--- config.mk ---
export PLATFORM = sky130hd
export DESIGN_NAME = iccm_boot_ctrl
export DESIGN_NICKNAME = d
export VERILOG_FILES = /design/src/rtl/iccm_boot_ctrl.sv
export SDC_FILE = /design/constraint.sdc
export NUM_CORES = 1
export LEC_CHECK = 0
export CAP_MARGIN = 20
export CORE_UTILIZATION = 52
export DETAILED_ROUTE_END_ITERATION = 10
export HOLD_SLACK_MARGIN = 0.06
export PLACE_DENSITY = 0.77
export SLEW_MARGIN = 20
export SYNTH_ARGS = -nofsm -noshare
export SYNTH_HDL_FRONTEND = slang
export SYNTH_SLANG_ARGS = --single-unit
--- constraint.sdc ---
create_clock -name clk_i -period 2.5 [get_ports clk_i]
set_clock_uncertainty 0.05 [all_clocks]
set_input_delay 0.75 -clock clk_i [delete_from_list [all_inputs] [get_ports clk_i]]
set_output_delay 0.75 -clock clk_i [all_outputs]
set_load 0.03 [all_outputs]
--- src/rtl/iccm_boot_ctrl.sv ---
// UART boot loader: assembles little-endian words from a byte stream, writes
// a word-count-prefixed image into ICCM, and holds the core in reset until done.
module iccm_boot_ctrl #(
    parameter int ADDR_W  = 12,
    parameter int TIMEOUT = 100000
) (
    input  logic              clk_i,
    input  logic              rst_ni,
    input  logic              reload_i,
    input  logic              rx_valid_i,
    input  logic [7:0]        rx_byte_i,
    output logic              mem_req_o,
    input  logic              mem_gnt_i,
    output logic [ADDR_W-1:0] mem_addr_o,
    output logic [31:0]       mem_wdata_o,
    output logic              core_rst_no,
    output logic              done_o,
    output logic              err_o
);

    localparam int IDLE_W = (TIMEOUT > 2) ? $clog2(TIMEOUT) : 1;
    localparam logic [IDLE_W-1:0] IDLE_MAX = IDLE_W'(TIMEOUT - 1);

    typedef enum logic [1:0] {HDR, DATA, DONE, ERR} state_t;

    state_t              state_q, state_d;
    logic [1:0]          byte_cnt_q, byte_cnt_d;
    logic [23:0]         buf_q, buf_d;
    logic [IDLE_W-1:0]   idle_q, idle_d;
    logic [ADDR_W-1:0]   ptr_q, ptr_d;
    logic [ADDR_W:0]     rem_q, rem_d;
    logic                req_q, req_d;
    logic [ADDR_W-1:0]   addr_q, addr_d;
    logic [31:0]         wdata_q, wdata_d;

    logic [31:0] word;
    logic        active, rx_take, grant, word_done, timeout;

    always_comb begin
        state_d    = state_q;
        byte_cnt_d = byte_cnt_q;
        buf_d      = buf_q;
        idle_d     = idle_q;
        ptr_d      = ptr_q;
        rem_d      = rem_q;
        req_d      = req_q;
        addr_d     = addr_q;
        wdata_d    = wdata_q;

        word      = {rx_byte_i, buf_q};
        active    = (state_q == HDR) || (state_q == DATA);
        rx_take   = rx_valid_i && active;
        grant     = req_q && mem_gnt_i;
        word_done = rx_take && (byte_cnt_q == 2'd3);
        // A byte arriving on the deadline cycle still counts as in time.
        timeout   = active && (byte_cnt_q != 2'd0) && !rx_valid_i && (idle_q == IDLE_MAX);

        if (rx_valid_i) begin
            idle_d = '0;
        end else if (idle_q != IDLE_MAX) begin
            idle_d = idle_q + IDLE_W'(1);
        end

        if (rx_take) begin
            byte_cnt_d = byte_cnt_q + 2'd1;
            case (byte_cnt_q)
                2'd0:    buf_d[7:0]   = rx_byte_i;
                2'd1:    buf_d[15:8]  = rx_byte_i;
                2'd2:    buf_d[23:16] = rx_byte_i;
                default: buf_d        = buf_q;
            endcase
        end

        case (state_q)
            HDR: begin
                if (timeout) begin
                    state_d = ERR;
                end else if (word_done) begin
                    if (word == 32'd0 || {1'b0, word} > (33'd1 << ADDR_W)) begin
                        state_d = ERR;
                    end else begin
                        rem_d   = word[ADDR_W:0];
                        ptr_d   = '0;
                        state_d = DATA;
                    end
                end
            end
            DATA: begin
                if (timeout || (word_done && req_q && !mem_gnt_i)) begin
                    state_d = ERR;
                    req_d   = 1'b0;
                end else begin
                    if (grant) begin
                        ptr_d = ptr_q + ADDR_W'(1);
                        rem_d = rem_q - (ADDR_W+1)'(1);
                    end
                    if (grant && rem_q == (ADDR_W+1)'(1)) begin
                        state_d = DONE;
                        req_d   = 1'b0;
                    end else if (word_done) begin
                        // A grant in this cycle means the new word goes one slot further.
                        addr_d  = grant ? ptr_q + ADDR_W'(1) : ptr_q;
                        wdata_d = word;
                        req_d   = 1'b1;
                    end else if (grant) begin
                        req_d = 1'b0;
                    end
                end
            end
            default: req_d = 1'b0;
        endcase

        if (reload_i) begin
            state_d    = HDR;
            byte_cnt_d = '0;
            idle_d     = '0;
            ptr_d      = '0;
            rem_d      = '0;
            req_d      = 1'b0;
        end
    end

    always_ff @(posedge clk_i or negedge rst_ni) begin
        if (!rst_ni) begin
            state_q    <= HDR;
            byte_cnt_q <= '0;
            buf_q      <= '0;
            idle_q     <= '0;
            ptr_q      <= '0;
            rem_q      <= '0;
            req_q      <= 1'b0;
            addr_q     <= '0;
            wdata_q    <= '0;
        end else begin
            state_q    <= state_d;
            byte_cnt_q <= byte_cnt_d;
            buf_q      <= buf_d;
            idle_q     <= idle_d;
            ptr_q      <= ptr_d;
            rem_q      <= rem_d;
            req_q      <= req_d;
            addr_q     <= addr_d;
            wdata_q    <= wdata_d;
        end
    end

    assign mem_req_o   = req_q;
    assign mem_addr_o  = addr_q;
    assign mem_wdata_o = wdata_q;
    assign core_rst_no = (state_q == DONE);
    assign done_o      = (state_q == DONE);
    assign err_o       = (state_q == ERR);

endmodule

==> run_results.csv, run 1 <==
group,metric,value,unit
finish,nFillCells,716,
setup_path,crit_fanout,5,
status,result_of_the_run,"finished clean",
floorplanning,initial_utilization,53.7,%
finish,commonest_cells_after_routing_fill_and_taps_aside,"dfrtp_1 (114), buf_4 (58), clkdlybuf4s50_1 (51)",
sta,final_max_slew_viol_count,0,
logic_synthesis,synth_largest_area_cell,"dfrtp_1",
route,detailedRoute.firstIterationViolations,267,
pwr,overall_power,6530,uW
setup_path,worst_setup_path_start_kind,"register",
logic_synthesis,synth.avg_cell_area,11.8,sq um
sta,count_of_final_setup_violators,0,
place,detailed_place_hpwl,9500,microns
finish,drive_above_1_share,31.4,%
cts,cts.clk_slew.worst_paths,60,ps
route,drt-total-wl,14100,microns
route,route.antenna.remaining_nets,0,
setup_path,timing.reg2reg.setup_slack,30,ps
cts,clock_path_buffers,2,
sta,timing_hold_violations_final,0,
route,drcViolationCount,0,
logic_synthesis,synth-edff-count,0,
place,placed_cell_area,7060,sq um
finish,mostFrequentLayoutCell,"dfrtp_1",
route,drt_pass1_iterations,4,
pwr,static-leakage-power,0.00354,uW
finish,design_area,7760,sq um
logic_synthesis,synth.top_cell.area_share,49.0,%
place,place.gp.congestion,0.826,
sta,max_slew.worst_pin.slew,654,ps
sta,timing.final.crit_share,98.8,%
global_route,global_route.usage.total,25.7,%
logic_synthesis,synthesis.area,5870,sq um
global_route,maximum_number_of_pins_on_one_net_before_global_route_repair,66,
sta,max_clock_freq,405,MHz
worst_hold_path,hold_path.class,"primary input to asynchronous set/reset pin",
sta,max-slew-margin-rel,56.3,%
cts,cts.root.buffer_cell,"clkbuf_16",
finish,num_antenna_cells,0,
place,portBuffers,60,
pwr,irDropWorstVdd,0.544,mV
setup_path,timing.rr.start,"buf_q[3]",
route,viasPerCell,5.81,
logic_synthesis,ys_warn_count,0,
logic_synthesis,post_synth_main_area_contributors,"dfrtp_1 (49%), mux2_4 (11%), mux2_2 (6.1%)",
floorplanning,fp-row-count,38,
floorplanning,die_area,11700,sq um
floorplanning,die_height,108,microns
finish,syn2layout_area_growth,32.2,%
logic_synthesis,portion_of_the_post_synthesis_area_used_by_sequential_elements,49.0,%
logic_synthesis,ys_types,61,
logic_synthesis,async_flop_share,100,%
route,detailroute.via_count,4476,
cts,tritoncts,"done",
cts,clock_network_latency_to_the_later_pin_of_the_worst_skew_pair,410,ps
job,max_cap_viol_count,0,
cts,cts_bufs_inserted,17,
sta,holdWs,180,ps
floorplanning,die_x,108,microns
pwr,power_density,840,nW/um^2
setup_path,r2r_cells,6,
logic_synthesis,synthFlopType,"dfrtp_1",
floorplanning,design.portCount,61,
logic_synthesis,synthesis.instances,496,
logic_synthesis,postSynthRegisterBits,115,
cts,count_of_clock_tree_sinks,115,
global_route,first_pass_grt_wire_length,22900,microns
sta,tmin_final,2470,ps
global_route,grt_antenna_before_repair,0,
setup_path,cp_data_required_time,2750,ps
setup_path,timing.critical_path.arrival,2720,ps
global_route,first_global_vias,4610,
setup_path,worst_r2r_endpoint,"rem_q[10]",
logic_synthesis,number_of_nets_produced_by_synthesis,517,
setup_path,crit_type,"register to register",
global_route,globalRoute.totalOverflow,0,
cts,cts_hold_repair.buffers,0,
floorplanning,fp.coreArea,10900,sq um
cts,number_of_levels_the_h_tree_was_split_into,4,
finish,finish.net_count,639,
setup_path,sort_of_element_at_the_end_of_the_critical_path,"register",
route,post_drt_wl_per_cell,18.3,microns
-- cell usage after synthesis (2+ instances only) --
cell,n
dfrtp_1,115
mux2_4,44
nor2_1,38
mux2_2,32
nand2_1,30
a21oi_1,19
xnor2_1,17
o21ai_0,16
xor2_1,16
nor4_1,13
clkbuf_1,12
nand3_1,12
nor3_1,11
or3_1,9
ha_1,8
inv_1,8
a211oi_1,7
a31oi_1,6
nand4_1,6
o31ai_1,6
buf_6,5
o2bb2ai_1,5
nand3b_1,4
or4_1,4
a22o_1,3
a41oi_1,3
nand2b_1,3
nor2b_1,3
or2_2,3
a2111oi_0,2
and2_1,2
buf_2,2
buf_4,2
nor3b_1,2
o311ai_0,2
-- what timing repair did --
| item | CTS | global route |
|---|---|---|
| gates resized for setup | 5 | 17 |
| pin swaps | 2 | 4 |
| endpoints found under the setup margin | 27 | 66 |
| gates cloned | 1 | 0 |
| setup buffers | 2 | 0 |
-- metal layers --
layer / global-route usage [%] / vias up / part of all wire, %
li1: - / 2062 / -
met1: 32.4 / 2261 / 44
met2: 42.0 / 131 / 50
met3: 5.85 / 22 / 4.1
met4: 12.4 / 0 / 1.6
met5: 0 / - / 0
-- flip-flops by register name (all words and copies together) (netlist names) --
| name | flops |
|---|---|
| buf_q | 24 |
| byte_cnt_q | 2 |
| idle_q | 17 |
| mem_addr_o | 12 |
| mem_req_o | 1 |
| mem_wdata_o | 32 |
| ptr_q | 12 |
| rem_q | 13 |
| state_q | 2 |
-- worst max-delay path: stages (launching register included) --
cell	delay, ps
dfrtp_1	430
nor4_1	480
nand4_1	300
a2111oi_4	430
buf_4	180
o311ai_4	150
mux2_4	340
-- report_power, final --
group | switching [uW] | internal [uW]
Clock | 824 | 1580
Sequential | 340 | 2170
Combinational | 778 | 832
Total | 1940 | 4580
-- per-stage QoR --
step | setup WS [ps] | utilization [%] | TNS (ps) | std cells
2_1_floorplan | 91.1 | - | 0 | 496
3_3_place_gp | -540 | 64.6 | -25450 | 736
3_5_place_dp | -582 | 64.6 | -26820 | 736
4_1_cts | 6.35 | 70.3 | 0 | 771
5_1_grt | -79.5 | 71.0 | -840 | 771
6_report | 29.7 | 71.0 | 0 | 771
-- worst max-delay path by stage --
stage | start | endpoint | slack (ps)
2_1_floorplan | rx_byte_i[1] | rem_q[10] | 90
3_3_place_gp | rx_byte_i[1] | rem_q[12] | -540
3_5_place_dp | rx_byte_i[1] | rem_q[9] | -580
4_1_cts | buf_q[8] | rem_q[6] | 6
5_1_grt | buf_q[3] | ptr_q[8] | -80
6_report | buf_q[3] | rem_q[10] | 30
-- cell families after synthesis --
| group | Yosys count | share of synthesized area (%) |
|---|---|---|
| multiplexers | 77 | 17.6 |
| buffers and inverters | 31 | 2.98 |
| XOR/XNOR | 33 | 4.92 |
| adder cells (fa/ha/maj) | 8 | 1.70 |
| AND/OR/NAND/NOR | 150 | 13.6 |
| flip-flops | 115 | 49.0 |
| AO/OA/AOI/OAI | 82 | 10.2 |
-- final cells by class --
cell class	instances	area, sq um	share of cell area, %
Clock inverter	10	133	1.71
Timing Repair Buffer	125	1190	15.3
Clock buffer	22	454	5.85
Sequential cell	115	2880	37.1
Inverter	8	30.0	0.387
Multi-Input combinational cell	351	2910	37.4
Tap cell	140	175	2.26
Power figures use the tool's default switching activity.
==> inputs of run 2 (changes only) <==
SLEW_MARGIN = default   (was 20)
==> results of run 2 <==
No change in the layout: final DEF, timing and power equal those of run 1.
